`src/rtl/uart_apb_pkg.sv`:
```
// Shared types and constants for the UART APB sequencer.
//   seq_state_t   : APB master phase (IDLE -> SETUP -> ACCESS -> IDLE)
//   UART_OFF_*    : register offsets of the UART APB slave
//   rr_pick()     : 2-way round-robin winner for a request vector and
//                   a priority pointer
package uart_apb_pkg;

  typedef enum logic [1:0] {
    IDLE   = 2'd0,
    SETUP  = 2'd1,
    ACCESS = 2'd2
  } seq_state_t;

  localparam logic [7:0] UART_OFF_CTRL  = 8'h00;
  localparam logic [7:0] UART_OFF_STATE = 8'h04;
  localparam logic [7:0] UART_OFF_CD    = 8'h08;
  localparam logic [7:0] UART_OFF_DATA  = 8'h0C;

  // Winner id: the only requester when just one is pending, otherwise the
  // one the pointer favours. Returns 0 when nothing is requested.
  function automatic logic rr_pick(input logic [1:0] req, input logic ptr);
    logic id;
    case (req)
      2'b01:   id = 1'b0;
      2'b10:   id = 1'b1;
      2'b11:   id = ptr;
      default: id = 1'b0;
    endcase
    return id;
  endfunction

endpackage

```
`src/rtl/uart_apb_sequencer_rr_arb2.sv`:
```
// rr_arb2: two-way round-robin arbiter.
//   clk, rst_n : clock, asynchronous active-low reset
//   req[1:0]   : pending requests (bit 0 = requester 0)
//   advance    : the current owner's transfer has finished
//   owner      : id of the requester whose transfer finished
//   grant[1:0] : one-hot winner (all zero when nothing requested)
//   gid        : index of the winner
module rr_arb2
  import uart_apb_pkg::*;
(
  input  logic       clk,
  input  logic       rst_n,
  input  logic [1:0] req,
  input  logic       advance,
  input  logic       owner,
  output logic [1:0] grant,
  output logic       gid
);

  // Pointer names the requester that wins a tie; 0 after reset.
  logic ptr_q;
  logic ptr_d;

  // After a completed transfer the other requester gets priority, so a
  // tie always goes to the one not granted last.
  assign ptr_d = advance ? ~owner : ptr_q;

  always_ff @(posedge clk or negedge rst_n) begin
    if (!rst_n) begin
      ptr_q <= 1'b0;
    end else begin
      ptr_q <= ptr_d;
    end
  end

  assign gid   = rr_pick(req, ptr_q);
  assign grant = (req == 2'b00) ? 2'b00 : (gid ? 2'b10 : 2'b01);

endmodule

```
`src/rtl/uart_apb_sequencer.sv`:
```
// uart_apb_sequencer: APB master that shares one APB port between a
// configuration/status requester (r0) and a data-stream requester (r1).
//   PCLK, PRESETn          : clock, asynchronous active-low reset
//   rN_valid/ready         : request handshake (ready is a 1-cycle pulse)
//   rN_write/addr/wdata    : request fields, latched on ready
//   rN_rvalid/rdata/err    : completion pulse, captured PRDATA, timeout flag
//   transfer/PENABLE/...   : APB master outputs
//   PREADY/PRDATA          : APB slave response
//   busy                   : a transfer is in progress
//   grant_id               : requester owning the bus
module uart_apb_sequencer
  import uart_apb_pkg::*;
#(
  parameter int TIMEOUT_CYCLES = 65535,
  parameter int TO_W           = 16
) (
  input  logic        PCLK,
  input  logic        PRESETn,
  input  logic        r0_valid,
  output logic        r0_ready,
  input  logic        r0_write,
  input  logic [7:0]  r0_addr,
  input  logic [7:0]  r0_wdata,
  output logic        r0_rvalid,
  output logic [31:0] r0_rdata,
  output logic        r0_err,
  input  logic        r1_valid,
  output logic        r1_ready,
  input  logic        r1_write,
  input  logic [7:0]  r1_addr,
  input  logic [7:0]  r1_wdata,
  output logic        r1_rvalid,
  output logic [31:0] r1_rdata,
  output logic        r1_err,
  output logic        transfer,
  output logic        PENABLE,
  output logic        PWRITE,
  output logic [7:0]  PADDR,
  output logic [7:0]  PWDATA,
  input  logic        PREADY,
  input  logic [31:0] PRDATA,
  output logic        busy,
  output logic        grant_id
);

  localparam logic [TO_W-1:0] TO_LAST = TO_W'(TIMEOUT_CYCLES - 1);

  seq_state_t      state_q;
  logic            transfer_q;
  logic            penable_q;
  logic            pwrite_q;
  logic [7:0]      paddr_q;
  logic [7:0]      pwdata_q;
  logic            gid_q;
  logic            r0_ready_q;
  logic            r1_ready_q;
  logic            r0_rvalid_q;
  logic            r1_rvalid_q;
  logic [31:0]     r0_rdata_q;
  logic [31:0]     r1_rdata_q;
  logic            r0_err_q;
  logic            r1_err_q;
  logic [TO_W-1:0] cnt_q;
  logic [TO_W-1:0] cnt_d;

  logic [1:0]      arb_grant;
  logic            arb_gid;
  logic            timeout_hit;
  logic            done;

  assign cnt_d       = cnt_q + 1'b1;
  assign timeout_hit = (cnt_q == TO_LAST);
  // A transfer ends on PREADY or on the last permitted ACCESS cycle.
  assign done        = (state_q == ACCESS) && (PREADY || timeout_hit);

  rr_arb2 u_arb (
    .clk     (PCLK),
    .rst_n   (PRESETn),
    .req     ({r1_valid, r0_valid}),
    .advance (done),
    .owner   (gid_q),
    .grant   (arb_grant),
    .gid     (arb_gid)
  );

  always_ff @(posedge PCLK or negedge PRESETn) begin
    if (!PRESETn) begin
      state_q     <= IDLE;
      transfer_q  <= 1'b0;
      penable_q   <= 1'b0;
      pwrite_q    <= 1'b0;
      paddr_q     <= 8'h00;
      pwdata_q    <= 8'h00;
      gid_q       <= 1'b0;
      r0_ready_q  <= 1'b0;
      r1_ready_q  <= 1'b0;
      r0_rvalid_q <= 1'b0;
      r1_rvalid_q <= 1'b0;
      r0_rdata_q  <= 32'h0;
      r1_rdata_q  <= 32'h0;
      r0_err_q    <= 1'b0;
      r1_err_q    <= 1'b0;
      cnt_q       <= '0;
    end else begin
      // Handshake outputs are single-cycle pulses.
      r0_ready_q  <= 1'b0;
      r1_ready_q  <= 1'b0;
      r0_rvalid_q <= 1'b0;
      r1_rvalid_q <= 1'b0;

      case (state_q)
        IDLE: begin
          // PREADY is deliberately not looked at here: the slave repeats
          // it for one stale cycle after the previous transfer.
          if (arb_grant != 2'b00) begin
            pwrite_q   <= arb_gid ? r1_write : r0_write;
            paddr_q    <= arb_gid ? r1_addr  : r0_addr;
            pwdata_q   <= arb_gid ? r1_wdata : r0_wdata;
            gid_q      <= arb_gid;
            r0_ready_q <= arb_grant[0];
            r1_ready_q <= arb_grant[1];
            transfer_q <= 1'b1;
            penable_q  <= 1'b0;
            cnt_q      <= '0;
            state_q    <= SETUP;
          end
        end

        SETUP: begin
          penable_q <= 1'b1;
          state_q   <= ACCESS;
        end

        ACCESS: begin
          if (PREADY) begin
            // PREADY wins over a simultaneous timeout.
            if (gid_q) begin
              r1_rdata_q  <= PRDATA;
              r1_err_q    <= 1'b0;
              r1_rvalid_q <= 1'b1;
            end else begin
              r0_rdata_q  <= PRDATA;
              r0_err_q    <= 1'b0;
              r0_rvalid_q <= 1'b1;
            end
            transfer_q <= 1'b0;
            penable_q  <= 1'b0;
            cnt_q      <= '0;
            state_q    <= IDLE;
          end else if (timeout_hit) begin
            if (gid_q) begin
              r1_rdata_q  <= 32'h0;
              r1_err_q    <= 1'b1;
              r1_rvalid_q <= 1'b1;
            end else begin
              r0_rdata_q  <= 32'h0;
              r0_err_q    <= 1'b1;
              r0_rvalid_q <= 1'b1;
            end
            transfer_q <= 1'b0;
            penable_q  <= 1'b0;
            cnt_q      <= '0;
            state_q    <= IDLE;
          end else begin
            cnt_q <= cnt_d;
          end
        end

        default: begin
          transfer_q <= 1'b0;
          penable_q  <= 1'b0;
          state_q    <= IDLE;
        end
      endcase
    end
  end

  assign r0_ready  = r0_ready_q;
  assign r1_ready  = r1_ready_q;
  assign r0_rvalid = r0_rvalid_q;
  assign r1_rvalid = r1_rvalid_q;
  assign r0_rdata  = r0_rdata_q;
  assign r1_rdata  = r1_rdata_q;
  assign r0_err    = r0_err_q;
  assign r1_err    = r1_err_q;
  assign transfer  = transfer_q;
  assign PENABLE   = penable_q;
  assign PWRITE    = pwrite_q;
  assign PADDR     = paddr_q;
  assign PWDATA    = pwdata_q;
  assign busy      = (state_q != IDLE);
  assign grant_id  = gid_q;

endmodule

```
`config.mk`:
```
export PLATFORM = sky130hd
export DESIGN_NAME = uart_apb_sequencer
export DESIGN_NICKNAME = d
export VERILOG_FILES = /design/src/rtl/uart_apb_pkg.sv /design/src/rtl/uart_apb_sequencer_rr_arb2.sv /design/src/rtl/uart_apb_sequencer.sv
export SDC_FILE = /design/constraint.sdc
export NUM_CORES = 1
export LEC_CHECK = 0
export ABC_AREA = 1
export CORE_ASPECT_RATIO = 1.2
export CORE_MARGIN = 4
export CORE_UTILIZATION = 44
export DETAILED_ROUTE_END_ITERATION = 12
export PLACE_DENSITY_LB_ADDON = 0.05
export SLEW_MARGIN = 20
export SYNTH_ARGS = -nofsm -noshare
export SYNTH_HDL_FRONTEND = slang
export SYNTH_SLANG_ARGS = --single-unit
export TNS_END_PERCENT = 20
```
`constraint.sdc`:
```
create_clock -name PCLK -period 1.5 [get_ports PCLK]
set_input_delay 0.3 -clock PCLK [delete_from_list [all_inputs] [get_ports PCLK]]
set_output_delay 0.3 -clock PCLK [all_outputs]
set_load 0.02 [all_outputs]
```
### Word level (Yosys, flattened, before mapping)

Index checks and enable logic that the tools add are counted.

| storage, ports and cells | value |
|---|---|
| flip-flop bits (word level) | 109 |
| bits in latches | 0 |
| RAM bits | 0 |
| bits in read-only memories | 0 |
| input port bits | 71 |
| word-level logic and storage cells | 89 |
| memories kept | 0 |

| cells by class | value |
|---|---|
| add/sub/neg operators | 1 |
| multipliers | 0 |
| div/mod/pow operators | 0 |
| magnitude comparators | 0 |
| eq/ne operators | 7 |
| shifts and indexed selects | 0 |
| muxes and demuxes | 48 |
| bitwise operators | 2 |
| reduce and logical (&&, ||, !) cells | 14 |

Operators by type and width:

| cell | number |
|---|---|
| 2-to-1 mux 32 bit | 8 |
| 2-to-1 mux 16 bit | 3 |
| case mux 16 bit (2 select lines) | 1 |
| 2-to-1 mux 1 bit | 25 |
| adder 16 x 1 -> 16 bit, second input constant | 1 |
| == test 16 bit, second input constant | 1 |
| 2-to-1 mux 8 bit | 2 |
| 2-to-1 mux 2 bit | 5 |
| AND reduction 3 bit | 3 |
| nonzero test 2 bit | 4 |
| == test 2 bit, second input constant | 3 |
| case mux 1 bit (3 select lines) | 2 |
| case mux 2 bit (3 select lines) | 1 |
| AND reduction 2 bit | 3 |
| zero test 2 bit | 2 |
| inequality test 3 bit, second input constant | 1 |
| == test 2 x 1 -> 1 bit, second input constant | 1 |
| inequality test 2 bit, second input constant | 1 |
| inverter 1 bit | 2 |
| case mux 1 bit (2 select lines) | 1 |
| logical AND 1 bit | 1 |
| logical OR 1 bit | 1 |

### Logic depth before layout (Yosys ltp)

Gate-level depths: netlist of run 1.

| logic depth | value |
|---|---|
| depth after elaboration | 7 |
| mapped depth | 10 |

### Modules after synthesis

A second synthesis of run 1 with hierarchy kept.

| unflattened totals | value |
|---|---|
| cells, all modules | 571 |
| area total of the unflattened synthesis | 4,875.9 sq um |

By module, submodules not included:

| module | times used | cells an instance | area an instance (sq um) | seq. area each (sq um) |
|---|---|---|---|---|
| uart_apb_sequencer | 1 | 559 | 4,807.1 | 2,677.6 |
| rr_arb2 | 1 | 12 | 68.8 | 25.0 |

### Worst setup path before layout of run 1

No wires, ideal clock.

| path | value |
|---|---|
| path kind | flip-flop to flip-flop |
| start | reg state_q[1] |
| end | reg paddr_q[0], in the netlist PADDR[0] |
| library setup time | 0.068 ns |
| data arrival time | 1.416 ns |
| slack | 0.016 ns |
| stages on the path, launching flop included | 9 |
| path buffers | 1 |
| clock period less this slack | 1.484 ns |
| cell sequence | dfrtp_1 inv_2 nand2_1 nor2_4 nand2_1 inv_2 buf_4 nand2_1 nand3_1 |

| on the way | value |
|---|---|
| longest elaborated chain between the ends | 2 |

Ends and longest elaborated chain:

| item | RTL line | text |
|---|---|---|
| start: declaration | uart_apb_sequencer.sv:48 | `seq_state_t state_q;` |
| start signal: assignment | uart_apb_sequencer.sv:88 | `state_q <= IDLE;` |
| start signal: assignment | uart_apb_sequencer.sv:125 | `state_q <= SETUP;` |
| start signal: assignment | uart_apb_sequencer.sv:131 | `state_q <= ACCESS;` |
| zero test 2 bit | uart_apb_sequencer.sv:111 | `case (state_q)` |
| AND reduction 2 bit (no line) | -- |  |
| end signal: assignment | uart_apb_sequencer.sv:117 | `paddr_q <= arb_gid ? r1_addr : r0_addr;` |
| end: declaration | uart_apb_sequencer.sv:52 | `logic [7:0] paddr_q;` |

No other way between the ends.
A chain may end at the register's enable or synchronous reset.

### Worst setup path after layout of run 1

| path | value |
|---|---|
| start | reg cnt_q[4] |
| end | reg r0_rdata_q[10], in the netlist r0_rdata[10] |

| on the way | value |
|---|---|
| longest elaborated chain between the ends | 3 |

Ends and longest elaborated chain:

| item | RTL line | text |
|---|---|---|
| start: declaration | uart_apb_sequencer.sv:63 | `logic [TO_W-1:0] cnt_q;` |
| start signal: assignment | uart_apb_sequencer.sv:165 | `cnt_q <= cnt_d;` |
| == test 16 bit | uart_apb_sequencer.sv:72 | `assign timeout_hit = (cnt_q == TO_LAST);` |
| nonzero test 2 bit (no line) | -- |  |
| AND reduction 3 bit (no line) | -- |  |
| end signal: assignment | uart_apb_sequencer.sv:99 | `r0_rdata_q <= 32'h0;` |
| end signal: assignment | uart_apb_sequencer.sv:142 | `r0_rdata_q <= PRDATA;` |
| end signal: assignment | uart_apb_sequencer.sv:156 | `r0_rdata_q <= 32'h0;` |
| end: declaration | uart_apb_sequencer.sv:59 | `logic [31:0] r0_rdata_q;` |

No other way between the ends.

==> results of run 1 <==
[routing by layer]
metal,global-route usage (%),share of wire [%],vias up
met5,0,0,-
met4,6.96,1.7,0
met3,6.59,7.2,13
met2,35.5,51,128
met1,27.9,40,2126
li1,-,-,2134
[sequential cells by signal, summed over array words and instances (netlist names), 2 cells and up]
signal and count:
r0_rdata 32, r1_rdata 32, cnt_q 16, PADDR 8, PWDATA 8, state_q 2
[timing repair]
action,CTS,global route
hold buffers,1,0
pin swaps,1,3
cloned,0,1
endpoints found under the setup margin,145,100
gates resized for setup,94,14
endpoints found under the hold margin,82,0
buffers inserted,0,4
[cell usage in the layout, fill, tap and decap left out, types with 3 or more instances in the layout]
master,count
a21oi_1,3
buf_12,13
buf_4,24
clkbuf_16,10
clkdlybuf4s50_1,68
dfrtp_1,107
dlygate4sd2_1,90
inv_1,16
inv_2,6
nand2_1,213
nand2_2,6
nand3_1,24
nand4_1,71
nor2_1,28
o21ai_0,4
xor2_1,8
[synthesized netlist by cell type (all sizes together)]
library cell / count
nand3b: 1
o21ai: 7
clkinv: 1
clkbuf: 14
nand3: 28
xor2: 8
nand4: 71
nand2: 221
nor2: 33
a21oi: 3
ha: 2
inv: 23
dfrtp: 108
o21bai: 2
and2: 1
buf: 18
nor3: 1
[power by group]
part	total, mW	internal [mW]	leakage [nW]	switching, mW
sequential	4.61	4.01	1.38	0.604
combinational	6.18	2.38	2.14	3.80
clock	2.61	1.56	0.158	1.05
total	13.4	7.94	3.68	5.46
[tightest hold or removal path: stages]
cell and delay (ps):
buf_2 120, inv_1 110, nand4_1 110, nand2_1 50
[metrics by stage]
stage | hold slack [ps] | setup WS (ps) | total power, mW
6_report | 375 | 25.2 | 13.4
5_1_grt | 424 | -78.0 | 14.3
4_1_cts | 365 | -94.3 | 13.5
3_5_place_dp | 307 | -339 | 11.6
3_3_place_gp | 303 | -269 | 11.5
2_1_floorplan | 4.41 | 15.7 | 8.00
[cells by family (layout without fill, tap and decap cells)]
group	after synthesis	count (layout)	synth area share (%)
AOI/OAI and AO/OA	12	12	1.37
xor gates and xnor gates	8	8	1.47
adders and majority gates	2	2	0.525
buffers and inverters	56	239	5.83
DFF	108	108	56.7
and+or+nand+nor	356	356	34.1
[cell type report]
type / instances / area share [%]
clock buffer: 11 / 3.57
clock inverter: 5 / 1.19
inverter: 24 / 1.31
multi-input combinational: 378 / 25.8
sequential: 108 / 38.2
tap: 129 / 2.28
timing repair buffer: 199 / 27.6
[final timing paths]
check                                  from            to  slack [ps]  depth (start not counted)
min in group asynchronous           PRESETn      cnt_q[6]         480                          3
worst min register to register  r0_rdata[9]   r0_rdata[9]         460                          2
worst min-delay path                 PREADY        r1_err         380                          4
max in group asynchronous           PRESETn    state_q[0]         660                          3
worst max register to register     cnt_q[4]  r0_rdata[10]          30                          8
worst max-delay path               cnt_q[4]  r0_rdata[10]          30                          8
==> results by group, run 1 <==
Setup path
  – Critical path type: reg -> reg
  – CP delay by family, top: simple AND/OR/NAND/NOR gates
  – Critical path cell sequence: nand4_1, nor2_4, nand2_4, nand2_4, nand3_4, buf_12, nand2_1, nand2_1
  – CP max-delay cell: dfrtp_1
  – Largest stage delay on the critical path: between 400 and 500 ps
  – Critical Path End Type: register
  – Crit path max fanout: 19
  – Worst endpoint data arrival time: 1710 ps
  – Critical Path RT: around 1700 ps
  – CP Launch Type: register
  – Buffers & Inverters on Critical Path: 1

Clock tree
  – Total clock sinks: roughly 110
  – Clk_lat worst skew: 350 ps
  – Reg clk slew, reported paths: 70 ps
  – Bufs on Longest Clock Path: 2
  – H-tree depth: 3
  – Clock root cell: clkbuf_16
  – CTS tree: yes
  – CTS buffer count: 9

Logic synthesis
  – Netlist cell types: 28
  – Avg Synthesized Cell Area: approximately 9 sq um
  – Syn_nets: just over 600
  – Yosys warns: 0
  – Synth Register Bits: ~110
  – Synth Instances: between 500 and 600
  – Synth Cell Area: between 0.004 and 0.005 sq mm
  – Synth top area share: between 50% and 60%
  – Top post-synthesis cells by area: dfrtp_1 (57%), nand2_1 (17%), nand4_1 (9.3%), nand3_1 (2.6%), nor2_1 (2.4%)
  – Synth area leader: dfrtp_1
  – Seq/Total Area, Yosys: between 50% and 60%

Detailed routing
  – 1st-pass router iterations: 4
  – Initial DRC count: 159
  – WL/cell: 15.8 um
  – Vias per cell: about 5.2
  – Final antenna-violating net count: 0
  – # DRC: 0
  – Via count: 4401
  – Routed WL: between 10 and 15 mm

Final layout
  – Layout cells sized above 1: 11.3%
  – N_diodes: 0
  – Fin util: about two thirds
  – Nets@finish: around 790
  – Area taken by multi-input logic gates: 0.00182 sq mm
  – Layout area overhead: 48.4%
  – Design Area, Final: roughly 0.0071 sq mm
  – Fin cells: approximately 850
  – Sequential standard cell area: between 0.002 and 0.003 sq mm
  – Fillcell total: 913

Timing
  – Setup TNS: 0 ps
  – Slew @ Worst Pin: roughly 350 ps
  – Final setup vio count: 0
  – Slew headroom: 76.8%
  – Setup clock skew after layout: 8.40 ps
  – Fin crit share: a little over nine tenths
  – Fin. max-slew vios: 0
  – Min Tclk post-route: 1470 ps
  – Final hold vios: 0
  – RSZ-0062 raised after global routing: true
  – Fmax achieved: approximately 680 MHz

Die
  – Io pins: ~160
  – Starting Density: between 40% and 50%
  – Die width: between 100 and 150 um
  – Core ar.: ~0.011 sq mm
  – Die height: between 100 and 150 um
  – # rows: slightly above 40
  – Die area: 0.0126 sq mm

Placement
  – Post-DP HPWL: around 9.6 mm
  – DP Area: around 0.0067 sq mm
  – Placed cells: 832
  – Gpl congestion: approximately 0.86
  – Port-buffer cells: 161

GRT
  – Initial antenna violation count: 0
  – First-pass GRT wire length: approximately 22 mm
  – Total gr overflow: 0
  – GRT Util Overall: a little over a fifth
  – Number of global-route vias before repair: ~4500
  – Pin count of the biggest net entering global routing: 65

Outcome
  – Status: finished clean

Power
  – PD cells: between 1500 and 2000 mW/mm^2
  – Leakage: approximately 3.7 nW
  – Peak supply drop: approximately 0.99 mV

Flow run
  – Max-cap violation count: 0

Min path
  – Hold Crit Class: in -> reg
Power figures use the tool's default switching activity.
==> run 2, diff against run 1 <==
CORE_MARGIN = 3   (was 4)
==> run 2 against run 1 <==
Power fell by 0.60%. Highest routed layer unchanged. Via count rose by 1.2%. Clock skew barely moved. Largest cell class unchanged. Critical endpoint is now PADDR[2].
==> results by group, run 2 (synthesized netlist as in run 1, its figures left out) <==
Outcome
  – Status: finished clean

Power
  – Part of the power in registers: 34.5%
  – Comb pwr share: 48.8%
  – Sw Share: 42.2%
  – P_int: just under 8 mW
  – Clk pwr share: between 10% and 20%
  – Psw: 5.62 mW
  – Peak supply drop: between 0.8 and 0.9 mV
  – Leakage: about 3.7 nW
  – PD cells: ~1900 mW/mm^2

Placement
  – Port-buffer cells: about 160
  – Gpl congestion: around 0.86
  – Placed cells: ~840
  – Setup WS pre-CTS: -285 ps
  – Post-DP HPWL: 9.48 mm
  – DP Area: a little under 0.007 sq mm

Clock tree
  – Clock root cell: clkbuf_16
  – CTS tree: yes
  – Bufs on Longest Clock Path: 2
  – Reg clk slew, reported paths: around 70 ps
  – CTS buffer count: 9
  – H-tree depth: 3
  – Total clock sinks: approximately 110
  – Clk_lat worst skew: roughly 350 ps

Setup path
  – Largest stage delay on the critical path: 400 ps
  – CP Launch Type: register
  – Critical path cell sequence: inv_2, nand2_2, buf_6, nor2_4, o21ai_2, inv_2, clkbuf_16, nand2_1, nand3_1
  – Worst endpoint data arrival time: 1760 ps
  – Critical path type: reg -> reg
  – CP max-delay cell: dfrtp_1
  – Critical Path End Type: register
  – R2r setup slk: between 20 and 25 ps
  – Reg2Reg Depth: 9
  – Crit path max fanout: 9
  – Most used cell along the critical path: inv_2
  – R2R Path Start: state_q[1]
  – Worst flop-to-flop path endpoint: PADDR[2]
  – Critical Path RT: between 1500 and 2000 ps

Die
  – Core ar.: around 0.011 sq mm
  – Die width: just over 100 um
  – Starting Density: around 45%
  – # rows: between 40 and 50
  – Die area: around 0.012 sq mm
  – Io pins: around 160
  – Die height: about 120 um

Detailed routing
  – Initial DRC count: 167
  – Final antenna-violating net count: 0
  – 1st-pass router iterations: 4
  – Routed WL: around 14 mm
  – # DRC: 0
  – Vias per cell: 5.17
  – Via count: approximately 4500
  – WL/cell: between 15 and 20 um

Min path
  – Hold path startpoint: PREADY
  – Hold Crit Depth: 4
  – Hold Crit Class: in -> reg
  – Hold EP: r0_err

Final layout
  – Commonest non-fill, non-tap cell in the layout: nand2_1
  – Fin cells: roughly 860
  – N_diodes: 0
  – Design Area, Final: between 0.007 and 0.008 sq mm
  – Layout area overhead: 49.4%
  – Most frequent cells in the layout: nand2_1 (204), dfrtp_1 (107), dlygate4sd2_1 (90)
  – Fin util: 67.3%
  – Nets@finish: approximately 800
  – Layout cells sized above 1: about 15%

GRT
  – Pin count of the biggest net entering global routing: 39
  – Total gr overflow: 0
  – Number of global-route vias before repair: 4410
  – Initial antenna violation count: 0
  – First-pass GRT wire length: ~21 mm
  – GRT Util Overall: around 22%

Timing
  – Fin crit share: a little over nine tenths
  – Fmax achieved: 677 MHz
  – RSZ-0062 raised after global routing: true
  – Final hold vios: 0
  – Final setup vio count: 0
  – Slew headroom: 74.7%
  – Setup clock skew after layout: 8.83 ps
  – Fin. max-slew vios: 0
  – Min Tclk post-route: 1480 ps
  – Slew @ Worst Pin: approximately 380 ps
  – Setup ws final: roughly 24 ps

Flow run
  – Max-cap violation count: 0
## run 2: changes by cell type in the layout (fill, tap and decap cells not counted), sizes merged, moves of 2 or more
| cell | change |
|---|---|
| clkbuf | -2 |
| bufinv | -2 |
| buf | +7 |
| clkinvlp | +2 |
## run 2: worst max-delay path by stage
| stage | startpoint | to | slack (ps) | cells after the start |
|---|---|---|---|---|
| detailed placement | r1_valid | cnt_q[12] | -290 | 7 |
| global route | cnt_q[0] | r1_rdata[21] | -80 | 10 |
| finish | state_q[1] | PADDR[2] | 20 | 9 |
| floorplan | state_q[1] | PADDR[0] | 20 | 8 |
| CTS | cnt_q[0] | r1_rdata[4] | 20 | 10 |
| global placement | r1_valid | cnt_q[15] | -240 | 8 |
## run 2: critical path, delay by kind of cell (launching register included)
kind	cells	cell delay, ps
AO/OA/AOI/OAI	1	80
flip-flops	1	400
AND/OR/NAND/NOR	4	360
buffers and inverters	4	570
## run 2: layout make-up
type | count | area (sq um)
fill | 897 | 3450
sequential | 108 | 2700
timing repair buffer | 206 | 1990
multi-input combinational | 379 | 1880
clock buffer | 9 | 225
tap | 129 | 161
inverter | 24 | 95.1
clock inverter | 6 | 50.0
timing repair inverter | 1 | 5.00
## run 2: timing repair
action	CTS	global route
hold buffers	1	0
cloned	0	4
setup endpoints to repair	168	94
buffers inserted	0	5
pin swaps	1	3
endpoints found under the hold margin	17	0
gates resized for setup	97	33
## run 2: power groups by stage
| stage | clock [mW] | sequential [mW] | combinational, mW |
|---|---|---|---|
| after floorplan | 0 | 5.91 | 2.09 |
| after global placement | 0 | 4.64 | 6.80 |
| after detailed placement | 0 | 4.66 | 6.92 |
| after CTS | 2.27 | 4.60 | 6.17 |
| after global routing | 2.40 | 4.74 | 7.03 |
| final | 2.22 | 4.60 | 6.50 |
## run 2: per-layer routing
metal,global-route usage [%],wire (um),up-vias
met5,0,0,-
met3,5.70,795,20
met1,28.4,5670,2143
met4,8.06,289,0
met2,36.4,6800,130
li1,-,-,2161
## run 2: stage by stage
stage	hold WS [ps]	total power [mW]	TNS (ps)
after floorplan	4.41	8.00	0
after global placement	208	11.4	-4450
after detailed placement	213	11.6	-6000
after CTS	367	13.0	0
after global routing	414	14.2	-2250
final	371	13.3	0
==> run 3, diff against run 2 <==
CORE_UTILIZATION = 46   (was 44)
==> run 3 against run 2 <==
Register-to-register slack got worse by 20 ps. Final area decreased by 1.1%. Routed wire length decreased by 2.4%. Global-route usage increased by 0.59 points. Sequential power about the same. Worst setup slack got worse by 22 ps. Clock power increased by 9.5%. Clock-buffer cell count increased by 1. Sequential cell count unchanged. Highest routed layer unchanged.
==> results by group, run 3 (synthesized netlist as in run 1, its figures left out) <==
Detailed routing
  – 1st-pass router iterations: 4
  – Initial DRC count: between 150 and 200
  – Routed WL: 13.2 mm
  – Vias per cell: roughly 5.2
  – Final antenna-violating net count: 0
  – Via count: about 4400
  – WL/cell: between 15 and 20 um
  – # DRC: 0

GRT
  – Total gr overflow: 0
  – First-pass GRT wire length: about 22 mm
  – GRT Util Overall: 22.9%
  – Pin count of the biggest net entering global routing: 38
  – Number of global-route vias before repair: 4337
  – Initial antenna violation count: 0

Placement
  – Gpl congestion: between 0.8 and 0.9
  – Port-buffer cells: 161
  – Setup WS pre-CTS: -265 ps
  – Post-DP HPWL: roughly 9.4 mm

Final layout
  – N_diodes: 0
  – Layout cells sized above 1: 12.9%
  – Commonest non-fill, non-tap cell in the layout: nand2_1
  – Most frequent cells in the layout: nand2_1 (202), dfrtp_1 (107), dlygate4sd2_1 (90)
  – Layout area overhead: 47.7%
  – Fillcell total: 846
  – Nets@finish: between 700 and 800

Timing
  – RSZ-0062 raised after global routing: true
  – Slew @ Worst Pin: 365 ps
  – Fin crit share: 99.9%
  – Final hold slack: about 380 ps
  – Slew headroom: roughly three quarters
  – Min Tclk post-route: around 1500 ps
  – Fin. max-slew vios: 0
  – Fmax achieved: around 670 MHz
  – Final hold vios: 0
  – Setup ws final: around 1.6 ps
  – Setup clock skew after layout: 8.22 ps
  – Setup TNS: 0 ps
  – Final setup vio count: 0

Setup path
  – Critical Path End Type: register
  – Crit path max fanout: 19
  – CP max-delay cell: dfrtp_1
  – Critical path cell sequence: inv_1, ha_2, nand2_2, nor2_4, nand2_2, nand2_4, nand3_4, buf_12, nand2_1, nand2_1
  – Buffers & Inverters on Critical Path: 2
  – Largest stage delay on the critical path: about 380 ps
  – Worst endpoint data arrival time: 1740 ps
  – Critical Path RT: 1740 ps
  – Critical path type: reg -> reg
  – CP delay by family, top: simple AND/OR/NAND/NOR gates
  – CP Launch Type: register

Outcome
  – Status: finished clean

Power
  – PD cells: about 1900 mW/mm^2
  – Leakage: 3.64 nW
  – Power Total: 13.3 mW
  – Peak supply drop: about 1 mV

Clock tree
  – Reg clk slew, reported paths: roughly 70 ps
  – Clk_lat worst skew: about 350 ps
  – Bufs on Longest Clock Path: 2
  – H-tree depth: 3
  – Total clock sinks: approximately 110
  – CTS buffer count: 9
  – Clock root cell: clkbuf_16
  – CTS tree: yes

Die
  – Die height: between 100 and 150 um
  – Die area: approximately 0.012 sq mm
  – # rows: 40
  – Io pins: 162
  – Starting Density: around 47%
  – Die width: 98.9 um
  – Core ar.: between 0.01 and 0.015 sq mm

Flow run
  – Max-cap violation count: 0

Min path
  – Hold Crit Class: in -> async
[run 3: changes by cell type in the layout (fill, tap and decap cells not counted), sizes merged]
cell / change
bufinv: +1
clkinvlp: -3
buf: -5
inv: +1
[run 3: report_power, final]
part / switching, mW / internal [mW] / total (mW)
Combinational: 3.82 / 2.39 / 6.20
Clock: 1.11 / 1.31 / 2.43
Sequential: 0.616 / 4.01 / 4.62
[run 3: path summary, 6_finish.rpt]
| path | depth (start not counted) | slack (ps) | to | from |
|---|---|---|---|---|
| max | 10 | 2 | r0_rdata[6] | cnt_q[0] |
| min reg2reg | 2 | 470 | r1_rdata[26] | r1_rdata[26] |
| max reg2reg | 10 | 2 | r0_rdata[6] | cnt_q[0] |
| min in group PCLK | 4 | 380 | r0_err | PREADY |
| min | 2 | 380 | cnt_q[14] | PRESETn |
| max in group asynchronous | 3 | 620 | r0_rdata[21] | PRESETn |
[run 3: repair_timing]
action / CTS / global route
cloned: 0 / 2
endpoints found under the hold margin: 17 / 0
setup buffers: 0 / 0
hold buffers: 1 / 0
pin swaps: 1 / 1
setup endpoints to repair: 169 / 100
resized for setup: 97 / 25
[run 3: final cells by class]
| type | count | area (sq um) | share of cell area [%] |
|---|---|---|---|
| repair buffers | 200 | 1930 | 27.4 |
| well taps | 126 | 158 | 2.24 |
| clock inverters | 6 | 72.6 | 1.03 |
| multi-input cells | 379 | 1850 | 26.3 |
| inverters | 24 | 92.6 | 1.32 |
| clock buffers | 10 | 229 | 3.25 |
| flip-flops and latches | 108 | 2700 | 38.4 |
[run 3: through the flow]
| step | cells | instance area [sq um] | utilization (%) |
|---|---|---|---|
| after floorplan | 542 | 4760 | - |
| after global placement | 834 | 6740 | 67.0 |
| after detailed placement | 834 | 6740 | 67.0 |
| after CTS | 851 | 6940 | 69.0 |
| after global routing | 853 | 7040 | 70.0 |
| final | 853 | 7040 | 70.0 |
[run 3: metal layers]
metal	GRT usage [%]	share of wire, %	vias up
li1	-	-	2147
met1	28.9	41	2123
met2	37.6	50	125
met3	6.88	6.9	17
met4	7.17	1.9	0
met5	0	0	-
[run 3: worst register-to-register path: stages (launching register included)]
cell	delay, ps
dfrtp_1	380
inv_1	60
ha_2	180
nand2_2	70
nor2_4	90
nand2_2	90
nand2_4	110
nand3_4	120
buf_12	180
nand2_1	70
nand2_1	50
